===== config.mk =====
export PLATFORM = sky130hd
export DESIGN_NAME = cachepool_refill_arbiter
export DESIGN_NICKNAME = d
export VERILOG_FILES = /design/src/rtl/cachepool_pkg.sv /design/src/rtl/cachepool_outstanding_cnt.sv /design/src/rtl/cachepool_refill_arbiter.sv
export SDC_FILE = /design/constraint.sdc
export NUM_CORES = 1
export LEC_CHECK = 0
export CORE_AREA = 2 2 784 786
export DETAILED_ROUTE_END_ITERATION = 12
export DIE_AREA = 0 0 786 788
export HOLD_SLACK_MARGIN = 0.05
export PLACE_DENSITY = 0.3
export SYNTH_ARGS = -nofsm -noshare
export SYNTH_HDL_FRONTEND = slang
export SYNTH_SLANG_ARGS = --single-unit

===== constraint.sdc =====
create_clock -name clk_i -period 5.9 [get_ports clk_i]
set_input_delay 1.77 -clock clk_i [delete_from_list [all_inputs] [get_ports clk_i]]
set_output_delay 1.77 -clock clk_i [all_outputs]
set_load 0.005 [all_outputs]

===== src/rtl/cachepool_pkg.sv =====
// Shared types and sizing for the cache-pool refill path between the L1
// controllers and the cluster AXI adapter.
package cachepool_pkg;

    localparam int unsigned NumL1CacheCtrl       = 4;
    localparam int unsigned L1AddrWidth          = 32;
    localparam int unsigned L1LineWidth          = 256;
    localparam int unsigned RefillIdWidth        = 2;
    localparam int unsigned RefillMaxOutstanding = 8;
    localparam int unsigned RefillIdxWidth       = (NumL1CacheCtrl > 1) ? $clog2(NumL1CacheCtrl) : 1;
    localparam int unsigned RefillMemIdWidth     = RefillIdxWidth + RefillIdWidth;

    typedef enum logic {
        ArbIdle   = 1'b0,
        ArbLocked = 1'b1
    } arb_state_e;

    // Downstream request beat; id carries {requester index, requester id}
    typedef struct packed {
        logic [L1AddrWidth-1:0]      addr;
        logic                        write;
        logic [L1LineWidth-1:0]      data;
        logic [RefillMemIdWidth-1:0] id;
    } refill_req_t;

    typedef struct packed {
        logic [L1LineWidth-1:0]      data;
        logic [RefillMemIdWidth-1:0] id;
    } refill_rsp_t;

endpackage


===== src/rtl/cachepool_outstanding_cnt.sv =====
// Per-requester outstanding transaction counter: saturates at the limit,
// refuses to underflow and flags a decrement seen at zero.
module cachepool_outstanding_cnt #(
    parameter  int unsigned MaxOutstanding = 8,
    localparam int unsigned CntWidth       = $clog2(MaxOutstanding + 1)
) (
    input  logic                clk_i,
    input  logic                rst_ni,
    input  logic                inc_i,
    input  logic                dec_i,
    output logic [CntWidth-1:0] cnt_o,
    output logic                at_limit_c,
    output logic                underflow_c
);

    logic [CntWidth-1:0] r_cnt;
    logic                w_empty;

    assign w_empty     = (r_cnt == '0);
    assign at_limit_c  = (r_cnt == CntWidth'(MaxOutstanding));
    assign underflow_c = dec_i && w_empty;
    assign cnt_o       = r_cnt;

    // Simultaneous inc/dec cancels out
    always_ff @(posedge clk_i) begin
        if (!rst_ni) begin
            r_cnt <= '0;
        end else if (inc_i && !dec_i && !at_limit_c) begin
            r_cnt <= r_cnt + CntWidth'(1);
        end else if (dec_i && !inc_i && !w_empty) begin
            r_cnt <= r_cnt - CntWidth'(1);
        end
    end

endmodule


===== src/rtl/cachepool_refill_arbiter.sv =====
// Round-robin arbiter sharing one memory request port among the L1 cache
// controllers; tags requests with the requester index and routes responses back.
module cachepool_refill_arbiter
    import cachepool_pkg::*;
#(
    parameter  int unsigned NumReq         = NumL1CacheCtrl,
    parameter  int unsigned AddrWidth      = L1AddrWidth,
    parameter  int unsigned DataWidth      = L1LineWidth,
    parameter  int unsigned IdWidth        = RefillIdWidth,
    parameter  int unsigned MaxOutstanding = RefillMaxOutstanding,
    localparam int unsigned IdxWidth       = (NumReq > 1) ? $clog2(NumReq) : 1
) (
    input  logic                          clk_i,
    input  logic                          rst_ni,
    input  logic [NumReq-1:0]             req_valid_i,
    output logic [NumReq-1:0]             req_ready_o,
    input  logic [NumReq*AddrWidth-1:0]   req_addr_i,
    input  logic [NumReq-1:0]             req_write_i,
    input  logic [NumReq*DataWidth-1:0]   req_data_i,
    input  logic [NumReq*IdWidth-1:0]     req_id_i,
    output logic                          mem_req_valid_o,
    input  logic                          mem_req_ready_i,
    output logic [AddrWidth-1:0]          mem_req_addr_o,
    output logic                          mem_req_write_o,
    output logic [DataWidth-1:0]          mem_req_data_o,
    output logic [IdWidth+IdxWidth-1:0]   mem_req_id_o,
    input  logic                          mem_rsp_valid_i,
    output logic                          mem_rsp_ready_o,
    input  logic [DataWidth-1:0]          mem_rsp_data_i,
    input  logic [IdWidth+IdxWidth-1:0]   mem_rsp_id_i,
    output logic [NumReq-1:0]             rsp_valid_o,
    input  logic [NumReq-1:0]             rsp_ready_i,
    output logic [DataWidth-1:0]          rsp_data_o,
    output logic [IdWidth-1:0]            rsp_id_o,
    output logic                          busy_o,
    output logic                          err_o
);

    localparam int unsigned CntWidth   = $clog2(MaxOutstanding + 1);
    localparam int unsigned MemIdWidth = IdWidth + IdxWidth;

    arb_state_e                       r_state, w_state_nxt;
    logic [IdxWidth-1:0]              r_rr, w_rr_nxt;
    logic [IdxWidth-1:0]              r_gnt, w_gnt_nxt;
    logic [IdxWidth-1:0]              w_gnt, w_pick, w_cand;
    logic                             w_any_elig, w_valid, w_req_hs;
    logic                             r_err, w_err_nxt;
    logic [NumReq-1:0]                w_elig, w_inc, w_dec, w_at_limit, w_underflow, w_busy;
    logic [NumReq-1:0][CntWidth-1:0]  w_cnt;
    logic [IdxWidth-1:0]              w_rsp_idx;
    logic                             w_rsp_oob, w_rsp_rdy, w_rsp_hs;
    refill_req_t                      w_mem_req;
    refill_rsp_t                      w_mem_rsp;

    // Per-requester counters, eligibility and response steering
    for (genvar i = 0; i < NumReq; i++) begin : g_req
        assign w_elig[i]      = req_valid_i[i] && !w_at_limit[i];
        assign w_inc[i]       = w_req_hs && (w_gnt == IdxWidth'(i));
        assign w_dec[i]       = w_rsp_hs && !w_rsp_oob && (w_rsp_idx == IdxWidth'(i));
        assign w_busy[i]      = (w_cnt[i] != '0);
        assign rsp_valid_o[i] = rst_ni && mem_rsp_valid_i && !w_rsp_oob
                                && (w_rsp_idx == IdxWidth'(i));

        cachepool_outstanding_cnt #(
            .MaxOutstanding (MaxOutstanding)
        ) u_cnt (
            .clk_i       (clk_i),
            .rst_ni      (rst_ni),
            .inc_i       (w_inc[i]),
            .dec_i       (w_dec[i]),
            .cnt_o       (w_cnt[i]),
            .at_limit_c  (w_at_limit[i]),
            .underflow_c (w_underflow[i])
        );
    end

    // First eligible requester starting from the round-robin pointer
    always_comb begin
        w_any_elig = 1'b0;
        w_pick     = r_rr;
        w_cand     = '0;
        for (int unsigned k = 0; k < NumReq; k++) begin
            w_cand = IdxWidth'((32'(r_rr) + k) % NumReq);
            if (!w_any_elig && w_elig[w_cand]) begin
                w_any_elig = 1'b1;
                w_pick     = w_cand;
            end
        end
    end

    // Next-state logic; a stalled grant is pinned until it handshakes
    always_comb begin
        w_state_nxt = r_state;
        w_gnt_nxt   = r_gnt;
        w_rr_nxt    = r_rr;
        w_gnt       = w_pick;
        w_valid     = w_any_elig;
        if (r_state == ArbLocked) begin
            w_gnt   = r_gnt;
            w_valid = req_valid_i[r_gnt];
        end
        if (!rst_ni) begin
            w_valid = 1'b0;
        end
        w_req_hs = w_valid && mem_req_ready_i;

        case (r_state)
            ArbIdle: begin
                if (w_valid && !mem_req_ready_i) begin
                    w_state_nxt = ArbLocked;
                    w_gnt_nxt   = w_gnt;
                end
            end
            ArbLocked: begin
                if (w_req_hs || !w_valid) begin
                    w_state_nxt = ArbIdle;
                end
            end
            default: w_state_nxt = ArbIdle;
        endcase

        if (w_req_hs) begin
            w_rr_nxt = (w_gnt == IdxWidth'(NumReq - 1)) ? '0 : w_gnt + IdxWidth'(1);
        end
    end

    // Request payload mux; zeroed whenever nothing is presented
    always_comb begin
        w_mem_req   = '0;
        req_ready_o = '0;
        for (int i = 0; i < NumReq; i++) begin
            if (w_valid && (w_gnt == IdxWidth'(i))) begin
                w_mem_req.addr  = L1AddrWidth'(req_addr_i[i*AddrWidth +: AddrWidth]);
                w_mem_req.write = req_write_i[i];
                w_mem_req.data  = L1LineWidth'(req_data_i[i*DataWidth +: DataWidth]);
                w_mem_req.id    = RefillMemIdWidth'({IdxWidth'(i), req_id_i[i*IdWidth +: IdWidth]});
                req_ready_o[i]  = mem_req_ready_i;
            end
        end
    end

    assign mem_req_valid_o = w_valid;
    assign mem_req_addr_o  = AddrWidth'(w_mem_req.addr);
    assign mem_req_write_o = w_mem_req.write;
    assign mem_req_data_o  = DataWidth'(w_mem_req.data);
    assign mem_req_id_o    = MemIdWidth'(w_mem_req.id);

    // Response routing; out-of-range indices are swallowed and flagged
    always_comb begin
        w_rsp_idx = mem_rsp_id_i[MemIdWidth-1:IdWidth];
        w_rsp_oob = (32'(w_rsp_idx) >= NumReq);
        w_rsp_rdy = w_rsp_oob;
        for (int i = 0; i < NumReq; i++) begin
            if (w_rsp_idx == IdxWidth'(i)) begin
                w_rsp_rdy = rsp_ready_i[i];
            end
        end
        w_mem_rsp.data = L1LineWidth'(mem_rsp_data_i);
        w_mem_rsp.id   = RefillMemIdWidth'(mem_rsp_id_i);
    end

    assign mem_rsp_ready_o = rst_ni && w_rsp_rdy;
    assign w_rsp_hs        = mem_rsp_valid_i && mem_rsp_ready_o;
    assign rsp_data_o      = DataWidth'(w_mem_rsp.data);
    assign rsp_id_o        = IdWidth'(w_mem_rsp.id);
    assign w_err_nxt       = r_err || (w_rsp_hs && (w_rsp_oob || (|w_underflow)));
    assign busy_o          = |w_busy;
    assign err_o           = r_err;

    always_ff @(posedge clk_i) begin
        if (!rst_ni) begin
            r_state <= ArbIdle;
            r_gnt   <= '0;
            r_rr    <= '0;
            r_err   <= 1'b0;
        end else begin
            r_state <= w_state_nxt;
            r_gnt   <= w_gnt_nxt;
            r_rr    <= w_rr_nxt;
            r_err   <= w_err_nxt;
        end
    end

endmodule


==> reports/results.tsv, run 1 <==
metric	value	unit
synth.net_count	3624	
pwr-share-seq	1.7	%
path_common_cell	buf_12	
power.density	211	mW/mm²
clkPwrFrac	1.8	%
start_util	2.04	%
grt_start_max_net_pins	37	
viasPerCell	2.28	
cp_cell_sequence	buf_6, and2_4, or3_4, o21ai_4, o32ai_4, o21a_1, inv_2, buf_12, ha_4, nand2_8, buf_16, buf_12, buf_16, buf_6, buf_8, o22ai_4, a211oi_4, buf_12, buf_12	
start_kind	input pin	
grt_use_total	14.0	%
crit_fanout	6	
clock_latency	270	ps
timing.critical_path.slowest_stage_cell	or3_4	
async_flop_share	0	%
max_stage_delay	350	ps
synth-seq-cells	22	
setup_viol	292	
finalMaxSlewViolations	0	
skew	6.95	ps
cp-end-kind	primary output	
final_cell_mix	clkdlybuf4s50_1 (1183), buf_4 (371), buf_6 (235), nand2_1 (229), buf_12 (207)	
wl_per_cell	37.9	µm
cp.arrival	4730	ps
drt-total-wl	464	mm
critPathTopFamily	buffers and inverters	
gr-total-overflow	0	
ctsHoldBuffers	0	
tns	-113140	ps
hold_viol_final	0	
max_slew_margin	42.8	%
syn2layout_area_growth	335	%
cp_num_buf_inv	10	
yosysSeqAreaShare	3.54	%
antenna_left	0	
rows	287	
tightest_slew	858	ps
reg2reg_slack	1240	ps
die_h	788	µm
min_path_type	flip-flop to flip-flop	
required	4130	ps
power_frac_comb	96.6	%
synth_area	0.0124	mm²
cts_root_buf	clkbuf_16	
fillers	70978	
fp.dieArea	0.619	mm²
utilization	8.86	%
violations	setup timing	
p_sw	5.70	mW
regArea	440	µm²
drtPass1Iterations	5	
p_int	5.71	mW
place_congestion	0.929	
max_freq	154	MHz
multi_input_area	0.0167	mm²
grt_pass1_wl	513	mm
p_sw_share	49.9	%
synth_ff_type	dfxtp_1	
avgSynthCellArea	5.72	µm²
fin_crit	6500	ps
core	0.610	mm²
numCtsBuffers	3	
setup_ws	-598	ps
dp_hpwl	407	mm
ir_drop	108	µV
max_cap_viol_count	0	
nets	5492	
synth_cell_type_count	58	
finalCritPeriodShare	110	%
antenna_found_initial	397	
htreeDepth	1	
num_vias	27852	
clk_pin_slew	70	ps
first_iter_violations	1825	
grt_pass1_vias	26303	
cts_tree	done	
synth_edf_count	0	
final_common_cell	clkdlybuf4s50_1	
outcome	finished with violations	
path_class	input pin to primary output	
cts.sinks	22	
ys_warn_count	0	
numPortBuffers	1482	
drive_above_1_share	53.8	%
fp.dieW	786	µm
power.leakage	17.1	nW
cts_max_path_buffers	2	
rsz0062_at_grt	yes	
synthCells	2172	
top_level_ports	1999	
drc	0	
## power groups by stage
stage / Sequential [mW] / Clock (mW) / Combinational [mW]
global route: 0.193 / 0.212 / 11.6
global placement: 0.192 / 0 / 7.05
detailed placement: 0.192 / 0 / 6.99
CTS: 0.189 / 0.209 / 9.63
finish: 0.190 / 0.202 / 11.0
floorplan: 0.196 / 0 / 2.00
## final timing paths
check,endpoint,startpoint,cells after the start
min reg2reg,g_req[3].u_cnt.cnt_o[3]$_SDFFE_PN0P_,g_req[3].u_cnt.cnt_o[3]$_SDFFE_PN0P_,1
max,mem_req_data_o[100],req_valid_i[1],19
max reg2reg,g_req[2].u_cnt.cnt_o[3]$_SDFFE_PN0P_,g_req[1].u_cnt.cnt_o[0]$_SDFFE_PN0P_,20
min,g_req[3].u_cnt.cnt_o[3]$_SDFFE_PN0P_,g_req[3].u_cnt.cnt_o[3]$_SDFFE_PN0P_,1
## per-stage QoR
stage	total power, mW	instances	area, µm²	setup WS (ps)	hold slack, ps
after floorplan	2.19	2172	12400	182	432
after global placement	7.24	11716	39600	-1930	468
after detailed placement	7.18	11716	39600	-1850	471
after CTS	10.0	11950	47600	-781	486
after global routing	12.0	12165	53900	-682	505
final	11.4	12223	54100	-598	475
## routing by layer
layer	GRT usage (%)	part of all wire [%]	up-vias
met3	10.5	17	796
met5	0.223	0.22	-
met1	13.6	33	13200
li1	-	-	11523
met2	23.0	45	2207
met4	4.33	4.6	126
## kinds of logic after synthesis
family	count (synthesis)	synth area share [%]
buffers and inverters	504	23.5
xor gates and xnor gates	4	0.282
muxes	19	1.73
and+or+nand+nor	686	22.0
DFF	22	3.54
adders and majority gates	16	1.85
AOI/OAI and AO/OA	921	47.1
## flip-flops by register name, summed over array words and instances, names as in the netlist
name	flops
r_state	1
err_o	1
g_req.u_cnt.cnt_o	16
r_gnt	2
r_rr	2
## cell type report
type | count | area share [%]
sequential | 22 | 0.814
clock buffer | 3 | 0.139
clock inverter | 1 | 0.0555
inverter | 14 | 0.111
multi-input combinational | 1646 | 30.8
antenna | 92 | 0.426
timing repair buffer | 2353 | 48.9
tap | 8092 | 18.7
## Yosys cell counts, types with 12 or more instances
library cell	count	area (µm²)
buf_2	27	135
mux2i_1	17	170
a211oi_1	291	2180
ha_1	12	150
clkbuf_1	197	739
nand2_1	320	1200
nor2_1	308	1160
dfxtp_1	22	440
o22ai_1	292	1830
a21oi_1	298	1490
buf_4	263	1970
inv_1	14	52.6
## what timing repair did
action	4_1_cts	5_1_grt
gates cloned	47	34
pin swaps	312	405
resized for setup	1753	1122
endpoints found under the setup margin	298	296
buffers inserted	229	237
Note: power is estimated with default switching activity, not from simulation.
==> inputs of run 2 (changes only) <==
==> constraint.sdc (replaced) <==
create_clock -name clk_i -period 5.9 [get_ports clk_i]
set_input_delay 0.885 -clock clk_i [delete_from_list [all_inputs] [get_ports clk_i]]
set_output_delay 0.885 -clock clk_i [all_outputs]
set_load 0.005 [all_outputs]
==> reports/results.tsv, run 2 (synthesized netlist as in run 1, its figures left out) <==
metric	value	unit
final_common_cell	clkdlybuf4s50_1	
cts_root_buf	clkbuf_16	
core	0.610	mm²
hold_viol_final	0	
dp_hpwl	405	mm
skew	3.88	ps
start_util	2.04	%
fin_cells	11599	
max_freq	173	MHz
drive_above_1_share	13.0	%
place_congestion	0.956	
grt_pass1_wl	483	mm
tns	0	ps
numPortBuffers	1482	
required	5020	ps
first_iter_violations	1827	
ctsHoldBuffers	0	
cp-end-kind	primary output	
min_path_type	flip-flop to flip-flop	
cts_setup_buffers	0	
ir_drop	95.7	µV
setup_viol	0	
regArea	440	µm²
largest_reg_flops	16	
max_cap_viol_count	0	
htreeDepth	1	
whs	504	ps
power.leakage	11.3	nW
outcome	finished clean	
viasPerCell	2.13	
die_h	788	µm
top_level_ports	1999	
cts_tree	done	
syn2layout_area_growth	209	%
fin_crit	5780	ps
path_class	input pin to primary output	
final_cell_mix	clkdlybuf4s50_1 (1366), nand2_1 (319), nor2_1 (307), a21oi_1 (296)	
fillers	72117	
num_vias	24729	
start_kind	input pin	
antenna_left	0	
place_ws	-174	ps
drtPass1Iterations	6	
gr-total-overflow	0	
drc	0	
dp_cells	11536	
rsz0062_at_grt	yes	
setup_ws	116	ps
crit_fanout	16	
max_slew_margin	43.5	%
cts_max_path_buffers	2	
grt_use_total	13.2	%
grt_start_max_net_pins	72	
clock_latency	260	ps
fp.dieArea	0.619	mm²
rows	287	
grt_pass1_vias	23747	
finalCritPeriodShare	98.0	%
fp.dieW	786	µm
antenna_found_initial	441	
numCtsBuffers	3	
cts.sinks	22	
wl_per_cell	37.0	µm
clk_pin_slew	60	ps
nets	4901	
tightest_slew	848	ps
multi_input_area	0.00929	mm²
cp.arrival	4900	ps
power.density	178	mW/mm²
finalMaxSlewViolations	0	
drt-total-wl	430	mm
run 2: cell count changes in the layout (fill, tap and decap cells not counted), moves of 106 or more:
cell	previous run	this run
nor2_1	122	307
a211oi_2	186	9
clkdlybuf4s50_1	1183	1366
a211oi_1	16	281
o22ai_4	169	2
buf_4	371	265
buf_2	148	0
nor2_4	121	1
o22ai_1	44	281
a21oi_2	120	1
a21oi_1	136	296
buf_6	235	1
run 2: per-layer routing:
metal / wire (µm) / track usage (%)
met1: 140000 / 12.5
met2: 193000 / 21.6
met3: 77300 / 10.7
met4: 18300 / 3.88
met5: 930 / 0.231
run 2: power by group:
| group | leakage [nW] | switching (mW) | internal (mW) | total (mW) |
|---|---|---|---|---|
| clock network | 0.0373 | 0.0614 | 0.0899 | 0.151 |
| logic | 11.1 | 3.64 | 2.86 | 6.50 |
| registers | 0.179 | 0.0357 | 0.169 | 0.204 |
run 2: critical path, cell delays in order:
cell             delay (ps)
clkdlybuf4s50_1         580
nand2_1                 100
buf_4                   170
a311oi_1                270
a21oi_1                 110
mux2i_1                 260
inv_1                   140
ha_1                    300
inv_8                   100
nand2_4                  80
buf_12                  160
buf_12                  270
o22ai_1                 660
a211oi_1                100
clkdlybuf4s50_1         520
run 2: cell type report:
type | instances | share of cell area [%]
multi-input cells | 1646 | 24.2
repair buffers | 1762 | 47.6
inverters | 14 | 0.156
well taps | 8092 | 26.4
clock buffers | 3 | 0.195
flip-flops and latches | 22 | 1.15
diodes | 60 | 0.391
run 2: repair_timing:
| action | in CTS | in global routing |
|---|---|---|
| resized for setup | 10 | 17 |
| setup endpoints to repair | 10 | 18 |
| pin swaps | 0 | 0 |
run 2: final timing paths:
| path | cells past startpoint | slack [ps] | from | end |
|---|---|---|---|---|
| setup / recovery | 15 | 120 | req_valid_i[2] | mem_req_data_o[117] |
| hold / removal | 2 | 500 | g_req[1].u_cnt.cnt_o[3]$_SDFFE_PN0P_ | g_req[1].u_cnt.cnt_o[3]$_SDFFE_PN0P_ |
| setup reg to reg | 18 | 910 | g_req[1].u_cnt.cnt_o[0]$_SDFFE_PN0P_ | g_req[2].u_cnt.cnt_o[3]$_SDFFE_PN0P_ |
| hold reg to reg | 2 | 500 | g_req[1].u_cnt.cnt_o[3]$_SDFFE_PN0P_ | g_req[1].u_cnt.cnt_o[3]$_SDFFE_PN0P_ |
run 2: per-stage QoR:
step	power, mW	area, µm²	utilization [%]
finish	6.85	38400	6.30
global route	7.28	38300	6.28
CTS	7.02	38200	6.26
detailed placement	6.82	38000	6.23
global placement	6.87	38000	6.23
floorplan	2.19	12400	-
==> inputs of run 3 (changes only) <==
--- a/config.mk
+++ b/config.mk
@@ -5,9 +5,11 @@
 export SDC_FILE = /design/constraint.sdc
 export NUM_CORES = 1
 export LEC_CHECK = 0
-export CORE_AREA = 2 2 784 786
+export CELL_PAD_IN_SITES_DETAIL_PLACEMENT = 1
+export CELL_PAD_IN_SITES_GLOBAL_PLACEMENT = 2
+export CORE_AREA = 2 2 787 789
 export DETAILED_ROUTE_END_ITERATION = 12
-export DIE_AREA = 0 0 786 788
+export DIE_AREA = 0 0 789 791
 export HOLD_SLACK_MARGIN = 0.05
 export PLACE_DENSITY = 0.3
 export SYNTH_ARGS = -nofsm -noshare
==> reports/results.tsv, run 3 (synthesized netlist as in run 1, its figures left out) <==
metric	value	unit
power_frac_comb	94.0	%
antenna_left	0	
place_ws	-525	ps
max_cap_viol_count	0	
path_class	input pin to primary output	
cp-end-kind	primary output	
largest_reg_flops	16	
crit-reg2reg-launch	g_req[1].u_cnt.cnt_o[0]$_SDFFE_PN0P_	
top_level_ports	1999	
finalCritPeriodShare	99.1	%
power.leakage	11.1	nW
final_cell_mix	clkdlybuf4s50_1 (1446), nand2_1 (319), nor2_1 (306), a21oi_1 (294), o22ai_1 (283)	
grt_use_total	11.7	%
outcome	finished clean	
drive_above_1_share	11.6	%
regArea	440	µm²
drc	0	
hp-start	g_req[3].u_cnt.cnt_o[3]$_SDFFE_PN0P_	
max_slew_margin	36.1	%
wl_per_cell	32.9	µm
setup_ws	55.4	ps
crit_fanout	48	
start_kind	input pin	
grt_pass1_wl	442	mm
setup_viol	0	
required	5020	ps
max_freq	171	MHz
dp_hpwl	360	mm
start_util	2.02	%
drtPass1Iterations	5	
final_common_cell	clkdlybuf4s50_1	
syn2layout_area_growth	208	%
p_int	2.99	mW
reg2reg_slack	930	ps
rows	289	
antenna_found_initial	323	
p_sw_share	53.6	%
place_congestion	0.865	
finalMaxSlewViolations	0	
p_sw	3.46	mW
power.density	169	mW/mm²
grt_start_max_net_pins	74	
htreeDepth	1	
multi_input_area	0.00933	mm²
numCtsBuffers	3	
tns	0	ps
dp_cells	11607	
power	6.45	mW
nets	4917	
r2r_end	g_req[2].u_cnt.cnt_o[3]$_SDFFE_PN0P_	
min_path_type	flip-flop to flip-flop	
pwr-share-seq	3.2	%
hold_depth	1	
first_iter_violations	1365	
cts_root_buf	clkbuf_16	
numPortBuffers	1482	
grt_pass1_vias	24688	
die_h	791	µm
cts_tree	done	
clkPwrFrac	2.8	%
ir_drop	86.9	µV
core	0.617	mm²
clock_latency	280	ps
rr_worst_depth	19	
cp.arrival	4960	ps
num_vias	24130	
viasPerCell	2.06	
gr-total-overflow	0	
cts.sinks	22	
hold_viol_final	0	
fin_crit	5840	ps
utilization	6.20	%
fp.dieArea	0.624	mm²
hold-path-endpoint	g_req[3].u_cnt.cnt_o[3]$_SDFFE_PN0P_	
rsz0062_at_grt	no	
fin_cells	11694	
fp.dieW	789	µm
cts_max_path_buffers	2	
drt-total-wl	384	mm
fillers	73568	
clk_pin_slew	80	ps
tightest_slew	959	ps
skew	4.92	ps
-- run 3: routing by layer --
metal | track usage (%) | wire length, µm | share of wire (%) | vias to the layer above
met5 | 0 | 626 | 0.16 | -
li1 | - | - | - | 10371
met1 | 12.0 | 135000 | 35 | 11249
met4 | 2.48 | 12800 | 3.3 | 96
met2 | 20.1 | 182000 | 47 | 1765
met3 | 7.44 | 54900 | 14 | 649
-- run 3: repair_timing --
item	CTS	global route
endpoints found under the setup margin	93	117
hold buffers	0	0
setup buffers	1	0
gates cloned	0	0
pin swaps	0	1
resized for setup	34	12
-- run 3: power groups by stage --
| stage | sequential, mW | clock, mW | combinational (mW) |
|---|---|---|---|
| finish | 0.208 | 0.182 | 6.06 |
| global route | 0.213 | 0.194 | 6.49 |
| CTS | 0.208 | 0.190 | 6.26 |
| detailed placement | 0.211 | 0 | 6.18 |
| global placement | 0.208 | 0 | 6.22 |
| floorplan | 0.196 | 0 | 2.00 |
-- run 3: final cells by class --
| cell class | instances | area share (%) |
|---|---|---|
| repair buffers | 1778 | 46.9 |
| well taps | 8148 | 26.7 |
| multi-input cells | 1646 | 24.4 |
| flip-flops and latches | 22 | 1.15 |
| diodes | 82 | 0.537 |
| clock buffers | 4 | 0.232 |
| inverters | 14 | 0.157 |
-- run 3: how the worst max path moves through the flow --
stage          slack (ps)                                    to                                  from  cells past startpoint
2_1_floorplan        1660  g_req[2].u_cnt.cnt_o[3]$_SDFFE_PN0P_  g_req[1].u_cnt.cnt_o[0]$_SDFFE_PN0P_                     18
4_1_cts                -1                   mem_req_data_o[183]                        req_valid_i[2]                     17
5_1_grt                 2                   mem_req_data_o[154]                        req_valid_i[0]                     16
3_5_place_dp         -520                   mem_req_data_o[209]                        req_valid_i[2]                     16
3_3_place_gp         -630                   mem_req_data_o[173]                        req_valid_i[2]                     14
6_report               60                   mem_req_data_o[235]                        req_valid_i[0]                     14
-- run 3: worst max-delay path, stage by stage --
cell and delay (ps):
clkdlybuf4s50_1 510, nand2b_1 200, a311oi_1 380, a21oi_2 90, mux2i_2 150, buf_4 160
buf_4 140, ha_1 300, buf_4 200, nor2_4 50, buf_12 160, buf_4 400
a211oi_2 440, clkdlybuf4s50_1 620
-- run 3: through the flow --
stage / cell area (µm²) / hold slack (ps)
finish: 38200 / 494
global route: 38000 / 520
CTS: 38000 / 489
detailed placement: 37700 / 470
global placement: 37700 / 447
floorplan: 12400 / 432
